===== src/rtl/alu_pkg.sv =====
// Shared constants and state type for the ALU issue sequencer.
package alu_pkg;

   localparam int XLEN  = 32;
   localparam int WSHAM = $clog2(XLEN);

   localparam logic [2:0] F3_ADD  = 3'b000;
   localparam logic [2:0] F3_SLL  = 3'b001;
   localparam logic [2:0] F3_SLT  = 3'b010;
   localparam logic [2:0] F3_SLTU = 3'b011;
   localparam logic [2:0] F3_XOR  = 3'b100;
   localparam logic [2:0] F3_SR   = 3'b101;
   localparam logic [2:0] F3_OR   = 3'b110;
   localparam logic [2:0] F3_AND  = 3'b111;

   typedef enum logic [1:0] {
      S_IDLE,
      S_RUN,
      S_DONE
   } seq_state_e;

endpackage


===== src/rtl/alu_seq.sv =====
// Issue-side sequencer: holds one op, iterates the multi-cycle ALU by feeding
// its result/remaining shift back, and presents the final result over valid/ready.
module alu_seq #(
   parameter int XLEN  = alu_pkg::XLEN,
   parameter int WSHAM = $clog2(XLEN)
) (
   input  logic             clk,
   input  logic             rst_n,
   input  logic             flush,
   input  logic             in_valid,
   output logic             in_ready,
   input  logic [XLEN-1:0]  in_a,
   input  logic [XLEN-1:0]  in_b,
   input  logic [2:0]       in_f3,
   input  logic             in_arith,
   input  logic             in_shadd,
   input  logic             in_branch,
   output logic             alu_start,
   output logic [XLEN-1:0]  alu_src_a,
   output logic [XLEN-1:0]  alu_src_b,
   output logic [2:0]       alu_f3,
   output logic             alu_arith,
   output logic             alu_shadd,
   output logic             alu_branch,
   input  logic [XLEN-1:0]  alu_result,
   input  logic [WSHAM-1:0] alu_shamt,
   input  logic             alu_ready,
   output logic             out_valid,
   input  logic             out_ready,
   output logic [XLEN-1:0]  out_result
);

   import alu_pkg::*;

   seq_state_e      state_reg, state_next;
   logic [XLEN-1:0] a_reg, a_next;
   logic [XLEN-1:0] b_reg, b_next;
   logic [2:0]      f3_reg, f3_next;
   logic            arith_reg, arith_next;
   logic            shadd_reg, shadd_next;
   logic            branch_reg, branch_next;
   logic            first_reg, first_next;
   logic            out_valid_reg, out_valid_next;
   logic [XLEN-1:0] out_result_reg, out_result_next;

   logic accept;
   logic pure_shift;

   // flush masks in_ready so an op offered in the flush cycle is dropped
   assign in_ready   = !flush && ((state_reg == S_IDLE) || ((state_reg == S_DONE) && out_ready));
   assign accept     = in_valid && in_ready;
   assign pure_shift = !shadd_reg && !branch_reg && ((f3_reg == F3_SLL) || (f3_reg == F3_SR));

   assign alu_start  = (state_reg == S_RUN) && first_reg;
   assign alu_src_a  = a_reg;
   assign alu_src_b  = b_reg;
   assign alu_f3     = f3_reg;
   assign alu_arith  = arith_reg;
   assign alu_shadd  = shadd_reg;
   assign alu_branch = branch_reg;
   assign out_valid  = out_valid_reg;
   assign out_result = out_result_reg;

   always_comb begin
      state_next      = state_reg;
      a_next          = a_reg;
      b_next          = b_reg;
      f3_next         = f3_reg;
      arith_next      = arith_reg;
      shadd_next      = shadd_reg;
      branch_next     = branch_reg;
      first_next      = first_reg;
      out_valid_next  = out_valid_reg;
      out_result_next = out_result_reg;
      if (flush) begin
         state_next     = S_IDLE;
         out_valid_next = 1'b0;
         first_next     = 1'b0;
      end else begin
         case (state_reg)
            S_RUN: begin
               first_next = 1'b0;
               if (alu_ready) begin
                  out_result_next = alu_result;
                  out_valid_next  = 1'b1;
                  state_next      = S_DONE;
               end else begin
                  // partial result and remaining shift become next iteration's operands
                  a_next = alu_result;
                  if (pure_shift) begin
                     b_next[WSHAM-1:0] = alu_shamt;
                  end
               end
            end
            S_DONE: begin
               if (out_ready) begin
                  out_valid_next = 1'b0;
                  state_next     = S_IDLE;
               end
            end
            default: ;
         endcase
         if (accept) begin
            a_next         = in_a;
            b_next         = in_b;
            f3_next        = in_f3;
            arith_next     = in_arith;
            shadd_next     = in_shadd;
            branch_next    = in_branch;
            first_next     = 1'b1;
            out_valid_next = 1'b0;
            state_next     = S_RUN;
         end
      end
   end

   always_ff @(posedge clk or negedge rst_n) begin
      if (!rst_n) begin
         state_reg      <= S_IDLE;
         a_reg          <= '0;
         b_reg          <= '0;
         f3_reg         <= '0;
         arith_reg      <= 1'b0;
         shadd_reg      <= 1'b0;
         branch_reg     <= 1'b0;
         first_reg      <= 1'b0;
         out_valid_reg  <= 1'b0;
         out_result_reg <= '0;
      end else begin
         state_reg      <= state_next;
         a_reg          <= a_next;
         b_reg          <= b_next;
         f3_reg         <= f3_next;
         arith_reg      <= arith_next;
         shadd_reg      <= shadd_next;
         branch_reg     <= branch_next;
         first_reg      <= first_next;
         out_valid_reg  <= out_valid_next;
         out_result_reg <= out_result_next;
      end
   end

endmodule

===== config.mk =====
export PLATFORM = sky130hd
export DESIGN_NAME = alu_seq
export DESIGN_NICKNAME = d
export VERILOG_FILES = /design/src/rtl/alu_pkg.sv /design/src/rtl/alu_seq.sv
export SDC_FILE = /design/constraint.sdc
export NUM_CORES = 1
export LEC_CHECK = 0
export BUFFER_PORTS_ARGS = -buffer_cell sky130_fd_sc_hd__buf_2
export CELL_PAD_IN_SITES_DETAIL_PLACEMENT = 0
export CELL_PAD_IN_SITES_GLOBAL_PLACEMENT = 1
export CORE_MARGIN = 2
export CORE_UTILIZATION = 35
export DETAILED_ROUTE_END_ITERATION = 8
export HOLD_SLACK_MARGIN = 0.05
export PLACE_DENSITY_LB_ADDON = 0.1
export SLEW_MARGIN = 30
export SYNTH_ARGS = -nofsm -noshare
export SYNTH_HDL_FRONTEND = slang
export SYNTH_SLANG_ARGS = --single-unit

===== constraint.sdc =====
create_clock -name clk -period 1.9 [get_ports clk]
set_input_delay 0.285 -clock clk [delete_from_list [all_inputs] [get_ports clk]]
set_output_delay 0.285 -clock clk [all_outputs]
set_load 0.1 [all_outputs]

Word-level counts from Yosys, hierarchy flattened
Index checks and enable logic that the tools add are counted. W data, S select, Z words.

Register bits after elaboration: 106. Input port bits: 113. Output and inout bits: 105. Logic and storage cells: 60.

Equal/unequal tests: 7. Muxes and demuxes: 20. Bitwise logic cells: 1. Reduce and logical (&&, ||, !) cells: 21.

Operator list (number): $mux W32 (3); $mux W5 (4); $reduce_and A3 Y1 (3); $mux W2 (4); $ne A4 B4 Y1 const B (2); $mux W1 (7); $logic_and A1 B1 Y1 (6); $pmux W2 S2 (1); $reduce_and A4 Y1 (1); $reduce_bool A2 Y1 (2); $reduce_bool A4 Y1 (1); $eq A3 B1 Y1 const B (1); $eq A3 B3 Y1 const B (1); $logic_not A1 Y1 (3); $reduce_bool A3 Y1 (1); $eq A2 B1 Y1 const B (1); $eq A2 B2 Y1 const B (1); $logic_not A2 Y1 (1); $logic_or A1 B1 Y1 (2); $ne A2 B1 Y1 const B (1); $pmux W1 S2 (1); $reduce_and A2 Y1 (1); $not A1 Y1 (1).

Depth between registers and ports, before layout
Gate-level depths: netlist of the first run.

Depth in word-level cells: 7. Gate-level depth with buffers: 7.

Worst setup path after synthesis of the first run
No wires, ideal clock.

Path kind: reg-to-output. Start: register state_reg[1]. End: output in_ready. Data arrival time: 2.934 ns. Data required time: 1.615 ns. Slack: -1.319 ns. Cell stages (with the launch flop): 6. Path buffers: 2. Cells stage by stage: dfrtp_1 > ha_1 > a21oi_2 > buf_2 > buf_2 > nor2_1.

Longest elaborated chain between the ends: 4. Elaborated cells between the ends (all ways): 5. Those cells by class: 1 x eq/ne; 4 x reduce/logical.

RTL lines: start: declaration (RTL line alu_seq.sv:35) `seq_state_e state_reg, state_next;`; start signal: assignment (RTL line alu_seq.sv:130) `state_reg <= state_next;`; $eq A2 B2 Y1 (RTL line alu_seq.sv:50) `assign in_ready = !flush && ((state_reg == S_IDLE) || ((state_reg == S_DONE) && out_ready));`; $logic_and A1 B1 Y1 (RTL line alu_seq.sv:50); $logic_or A1 B1 Y1 (*) (RTL line alu_seq.sv:50); $logic_and A1 B1 Y1 (*) (RTL line alu_seq.sv:50); end: declaration (RTL line alu_seq.sv:11) `output logic in_ready,`.

Mark *: on every way between the ends. The rest lies on a longest branch, timed or not.

Final worst setup path of the first run
Ends and elaborated chain as after synthesis.

==> results.md, run 1 <==
* Outcome: finished, violations left
* Failing checks: negative setup slack
* GR Util All Layers at 18.7%
* Slew Limit Fails at 0
* Share of cells above drive strength 1 at 55.0%
* #FFs+latches synth at 105
* Io pins at 218
* Yosys warns at 0
* Min-delay src: in_b[16]
* Antenna viol nets, final at 0
* DRC viols at 0
* Port bufs at 217
* Post-synthesis sequential area ratio at 58.7%
* Fillers at 1194
* Final GP Congestion at 0.754
* Layout Nets at 714
* Die footprint at 0.0137 sq mm
* Routed length per placed instance at 16.5 um
* Crit end category: primary output
* Avg Cell Area, Syn at 12.1 sq um
* Synthesized area at 0.00447 sq mm
* Overflow after GRT at 0
* Hpwl dp at 9.13 mm
* Sum Neg Setup Slack at -0.0154 ns
* H-tree levels at 3
* WHS Endpoint: alu_src_b[16]$_DFFE_PN0P_
* Hold WS at 0.155 ns
* Clock Pin Slew Worst Setup and Hold Paths at 0.07 ns
* Worst-Skew Late Latency at 0.35 ns
* Crit path DAT at 1.63 ns
* CP required at 1.62 ns
* Num rows at 41
* Worst Hold Path Cells at 2
* Global-route wire length before repair at 19.4 mm
* Headroom to the max-slew limit at 62.9%
* Multiplexer share of the synthesized area at 16.4%
* Reg2Reg Setup Slack at 0.01 ns
* Max-Cap Viols at 0
* Via count at 3745
* Placement Setup Slack at -0.173 ns
* Min setup slack post-route at -0.0154 ns
* RSZ-0062 raised after global routing: yes
* XOR/XNOR share of the synthesized area at 0%
* Post-synthesis simple-gate area fraction at 13.1%
* Crit Path Class: flop to primary output
* Fin. Hold Viols at 0
* Final worst clock skew at 0.00590 ns
* Core footprint at 0.0126 sq mm
* Largest family of logic cells by synthesized area: multiplexers
* Initial drt markers at 163
* R2R depth at 6
* Synth Area in Adders at 0.839%
* Syn_nets at 487
* Largest net degree at the start of global routing at 44
* Die Height at 117 um
* Vias in the first global route at 3726
* Die Wd at 117 um
* Crit-path max FO at 3
* R2r endpoint: alu_src_b[7]$_DFFE_PN0P_
* CTS Sinks at 105
* Synth Instances at 371
* Compound-Gate Fraction of Synth Area at 6.43%
* Final WL at 12.8 mm
* Post-synth EDFFs at 0
* Tcrit/Tclk final at 101%
* Worst-Margin Slew at 0.555 ns
* P&R area growth vs syn at 39.9%
* Cts bufs inserted at 9
* DR pass1 iterations at 4
* Vias per Instance at 4.83
* CTS tree: built
* Async SR Flop Fraction at 100%
* Fin util at 49.8%
* Initial Util at 35.6%
* Dominant synthesized flop cell: dfrtp_1
* Final Critical Period at 1.92 ns
* Count of final setup violators at 1
* Worst setup SP type: flop
* Hold Path Class: primary input to flop
* Max clock buf depth at 2
* Count of cell types in the netlist at 29
* CTS root buf: clkbuf_16
* Initial antenna violation count at 0
* F_max at 522 MHz
* Reg2reg start: state_reg[1]$_DFFE_PN0P_
[cells in the mapped netlist (all sizes together) (2+ instances only)]
| cell type | instances | share of area (%) |
|---|---|---|
| a31oi | 37 | 5.2 |
| buf | 24 | 4.1 |
| clkbuf | 2 | 0.17 |
| dfrtp | 105 | 59 |
| ha | 3 | 0.84 |
| inv | 3 | 0.25 |
| mux2 | 65 | 16 |
| nand2 | 66 | 5.5 |
| nand3 | 5 | 0.56 |
| nor2 | 3 | 0.42 |
| nor2b | 2 | 0.28 |
| nor3 | 38 | 4.3 |
| o21ai | 5 | 0.56 |
| o31ai | 2 | 0.34 |
[final cells by class]
type                            instances  area, sq um  share of cell area (%)
Tap cell                              172          215                    3.44
Clock inverter                          2         35.0                   0.560
Timing Repair Buffer                  241         1390                    22.2
Multi-Input combinational cell        238         1700                    27.1
Sequential cell                       105         2630                    42.0
Clock buffer                           13          280                    4.48
Antenna cell                            1         2.50                  0.0400
Inverter                                3         11.3                   0.180
[cell usage in the layout (no fill, tap or decap)]
cell type / count
and2_2: 1
inv_2: 2
inv_1: 1
nor3b_4: 1
nor2b_1: 2
buf_4: 17
a211oi_1: 1
nand3b_1: 1
a21oi_4: 1
clkbuf_8: 4
ha_1: 1
or3b_1: 1
or2_1: 1
or3_1: 1
nor2_4: 3
dfrtp_4: 1
diode_2: 1
o21ai_0: 5
dfrtp_1: 104
nor3_1: 38
dlygate4sd3_1: 1
nand2b_4: 1
mux2_1: 2
nand3_1: 5
mux2_2: 63
bufinv_16: 1
or4b_1: 1
clkinv_2: 1
ha_4: 2
nand2_1: 66
nor4b_2: 1
buf_2: 214
o31ai_1: 2
nor2_1: 1
clkbuf_16: 9
buf_12: 9
a31oi_1: 37
[metal layers]
| metal | vias to the layer above | routed length, um | track usage [%] |
|---|---|---|---|
| met5 | - | 0 | 0 |
| met4 | 0 | 208 | 7.45 |
| met3 | 12 | 892 | 5.05 |
| met2 | 131 | 6160 | 30.2 |
| met1 | 1829 | 5520 | 24.0 |
| li1 | 1773 | - | - |
[kinds of logic (layout without fill, tap and decap cells)]
kind of cell | after synthesis | count (layout)
buf+inv | 29 | 259
compound gates | 46 | 46
simple gates | 123 | 124
fa+ha+maj | 3 | 3
mux | 65 | 65
other cells | 0 | 1
flops | 105 | 105
[metrics by stage]
step | std cells | instance area [sq um]
global placement | 753 | 5860
floorplan | 371 | 4520
finish | 775 | 6260
detailed placement | 753 | 5860
CTS | 772 | 6230
global route | 774 | 6260
[how the worst max path moves through the flow]
stage,slack (ns),end,startpoint,cells past startpoint
after floorplan,-0.07,in_ready,state_reg[1]$_DFFE_PN0P_,6
after global placement,-0.11,alu_src_b[13]$_DFFE_PN0P_,state_reg[1]$_DFFE_PN0P_,5
after detailed placement,-0.17,alu_src_b[7]$_DFFE_PN0P_,state_reg[0]$_DFFE_PN0P_,5
after CTS,-0.16,in_ready,state_reg[1]$_DFFE_PN0P_,6
after global routing,-0.06,alu_src_b[7]$_DFFE_PN0P_,state_reg[1]$_DFFE_PN0P_,6
final,-0.02,in_ready,state_reg[1]$_DFFE_PN0P_,6
[critical path, cell delays in order, from the launching register on]
cell	delay (ns)
dfrtp_4	0.50
buf_12	0.13
ha_4	0.16
a21oi_4	0.17
buf_12	0.12
nor2_4	0.03
buf_12	0.16
[timing repair]
| action | CTS | global route |
|---|---|---|
| endpoints found under the setup margin | 36 | 56 |
| buffers inserted | 2 | 2 |
| cloned | 1 | 0 |
| resized for setup | 4 | 5 |
| hold endpoints to repair | 31 | 0 |
| pin swaps | 1 | 2 |
| hold buffers | 1 | 0 |
Power of run 1 is left out: the tool's default activity adds up to more than one toggle a clock period on the data nets, which glitch-free logic cannot reach.
==> run 2, diff against run 1 <==
--- a/config.mk
+++ b/config.mk
@@ -8,6 +8,7 @@
 export BUFFER_PORTS_ARGS = -buffer_cell sky130_fd_sc_hd__buf_2
 export CELL_PAD_IN_SITES_DETAIL_PLACEMENT = 0
 export CELL_PAD_IN_SITES_GLOBAL_PLACEMENT = 1
+export CORE_ASPECT_RATIO = 1.1
 export CORE_MARGIN = 2
 export CORE_UTILIZATION = 35
 export DETAILED_ROUTE_END_ITERATION = 8
==> results.md, run 2 (synthesized netlist as in run 1, its figures left out) <==
* Max-Cap Viols at 0 (unchanged)
* Final worst clock skew at 0.00913 ns (+0.00323 ns)
* R2r endpoint: alu_src_b[1]$_DFFE_PN0P_
* Vias per Instance at 4.99 (+3.2%)
* Io pins at 218 (unchanged)
* Antenna viol nets, final at 0 (unchanged)
* Hpwl dp at 8.89 mm (-2.6%)
* Initial Util at 35.7% (+0.092 points)
* WHS Endpoint: alu_src_b[16]$_DFFE_PN0P_
* Initial antenna violation count at 0 (unchanged)
* Crit end category: primary output
* Largest net degree at the start of global routing at 54 (+23%)
* CTS tree: built
* Via count at 3755 (+0.27%)
* Slew Limit Fails at 0 (unchanged)
* Count of final setup violators at 0 (-1)
* Critical path's largest stage delay at 0.51 ns (about the same)
* Hold Path Class: primary input to flop
* Routed length per placed instance at 16.3 um (-1.0%)
* Port bufs at 217 (unchanged)
* Slowest CP cell: dfrtp_4
* Crit Path Class: flop to primary output
* Die Height at 123 um (+4.7%)
* CTS root buf: clkbuf_16
* Reg2reg start: state_reg[1]$_DFFE_PN0P_
* H-tree levels at 3 (unchanged)
* Die footprint at 0.0137 sq mm (about the same)
* Worst setup SP type: flop
* RSZ-0062 raised after global routing: no
* Core footprint at 0.0125 sq mm (-0.26%)
* CTS Sinks at 105 (unchanged)
* Clock Pin Slew Worst Setup and Hold Paths at 0.07 ns (about the same)
* Cts bufs inserted at 9 (unchanged)
* Crit-path max FO at 9 (+6)
* Worst-Skew Late Latency at 0.35 ns (about the same)
* Headroom to the max-slew limit at 66.0% (+3.1 points)
* Reg2Reg Setup Slack at 0.15 ns (+0.14 ns)
* Final WL at 12.3 mm (-3.8%)
* CP cell instances: inv_2 -> ha_4 -> a21oi_4 -> buf_6 -> nor2_4 -> buf_12
* DRC viols at 0 (unchanged)
* Layout Nets at 707 (-0.98%)
* R2R depth at 6 (unchanged)
* Most frequent cells in the layout: 214 x buf_2, 104 x dfrtp_1, 66 x nand2_1, 63 x mux2_2, 38 x nor3_1
* DR pass1 iterations at 4 (unchanged)
* CP required at 1.62 ns (about the same)
* Num rows at 43 (+4.9%)
* Fin. Hold Viols at 0 (unchanged)
* Global-route wire length before repair at 19.5 mm (+0.57%)
* Commonest non-fill, non-tap cell in the layout: buf_2
* Tcrit/Tclk final at 97.2% (-3.6 points)
* Hold WS at 0.168 ns (+0.0130 ns)
* Worst Hold Path Cells at 2 (unchanged)
* Vias in the first global route at 3837 (+3.0%)
* Max clock buf depth at 2 (unchanged)
* GR Util All Layers at 17.9% (-0.79 points)
* F_max at 541 MHz (+3.7%)
* Min-delay src: in_b[16]
* Initial drt markers at 179 (+9.8%)
* Final GP Congestion at 0.746 (-1.1%)
* Share of cells above drive strength 1 at 54.5% (-0.45 points)
* Final Critical Period at 1.85 ns (-0.0680 ns)
* Crit path DAT at 1.56 ns (-0.07 ns)
* Overflow after GRT at 0 (unchanged)
* N_diodes at 0 (-1)
* Outcome: complete, no violations
* Worst-Margin Slew at 0.513 ns (-0.0423 ns)
* Fin util at 49.3% (-0.54 points)
* P&R area growth vs syn at 38.1%
* Die Wd at 112 um (-4.5%)
run 2: worst max-delay path by stage:
| stage | start | endpoint | slack [ns] | depth (start not counted) |
|---|---|---|---|---|
| floorplan | state_reg[1]$_DFFE_PN0P_ | in_ready | -0.07 | 6 |
| CTS | state_reg[0]$_DFFE_PN0P_ | in_ready | 0.02 | 6 |
| global placement | state_reg[1]$_DFFE_PN0P_ | alu_src_b[1]$_DFFE_PN0P_ | 0.17 | 6 |
| global route | state_reg[1]$_DFFE_PN0P_ | in_ready | 0.001 | 6 |
| finish | state_reg[1]$_DFFE_PN0P_ | in_ready | 0.05 | 6 |
| detailed placement | state_reg[1]$_DFFE_PN0P_ | alu_src_b[4]$_DFFE_PN0P_ | 0.15 | 6 |
run 2: area by class of cell:
type | instances | area, sq um
timing repair buffer | 235 | 1350
inverter | 3 | 11.3
clock inverter | 7 | 78.8
clock buffer | 9 | 225
tap | 157 | 196
sequential | 105 | 2630
multi-input combinational | 237 | 1690
fill | 1189 | 6360
run 2: worst max-delay path, delay by kind of cell, from the launching register on:
family	cells	cell delay [ns]
fa+ha+maj	1	0.14
buf+inv	3	0.41
simple gates	1	0.12
compound gates	1	0.03
flops	1	0.51
run 2: metrics by stage:
stage          cell area (sq um)  instances  setup TNS, ns  worst slack, ns
3_3_place_gp                5850        735              0            0.170
5_1_grt                     6180        753              0          0.00117
4_1_cts                     6180        753              0           0.0153
6_report                    6180        753              0           0.0526
2_1_floorplan               4520        371        -0.0706          -0.0706
3_5_place_dp                5850        735              0            0.148
run 2: timing repair:
item                       in CTS  in global routing
pin swaps                       1                  1
hold buffers                    1                  0
buffers inserted                1                  0
setup endpoints to repair       1                  2
hold endpoints to repair      105                  0
resized for setup               1                  2
run 2: metal layers:
metal	vias to the layer above	global-route usage [%]	part of all wire, %
met3	15	4.74	8.4
met4	0	6.94	1.8
met2	158	29.3	48
met5	-	0	0
li1	1747	-	-
met1	1835	22.9	42
Power of run 2 is left out for the same reason.
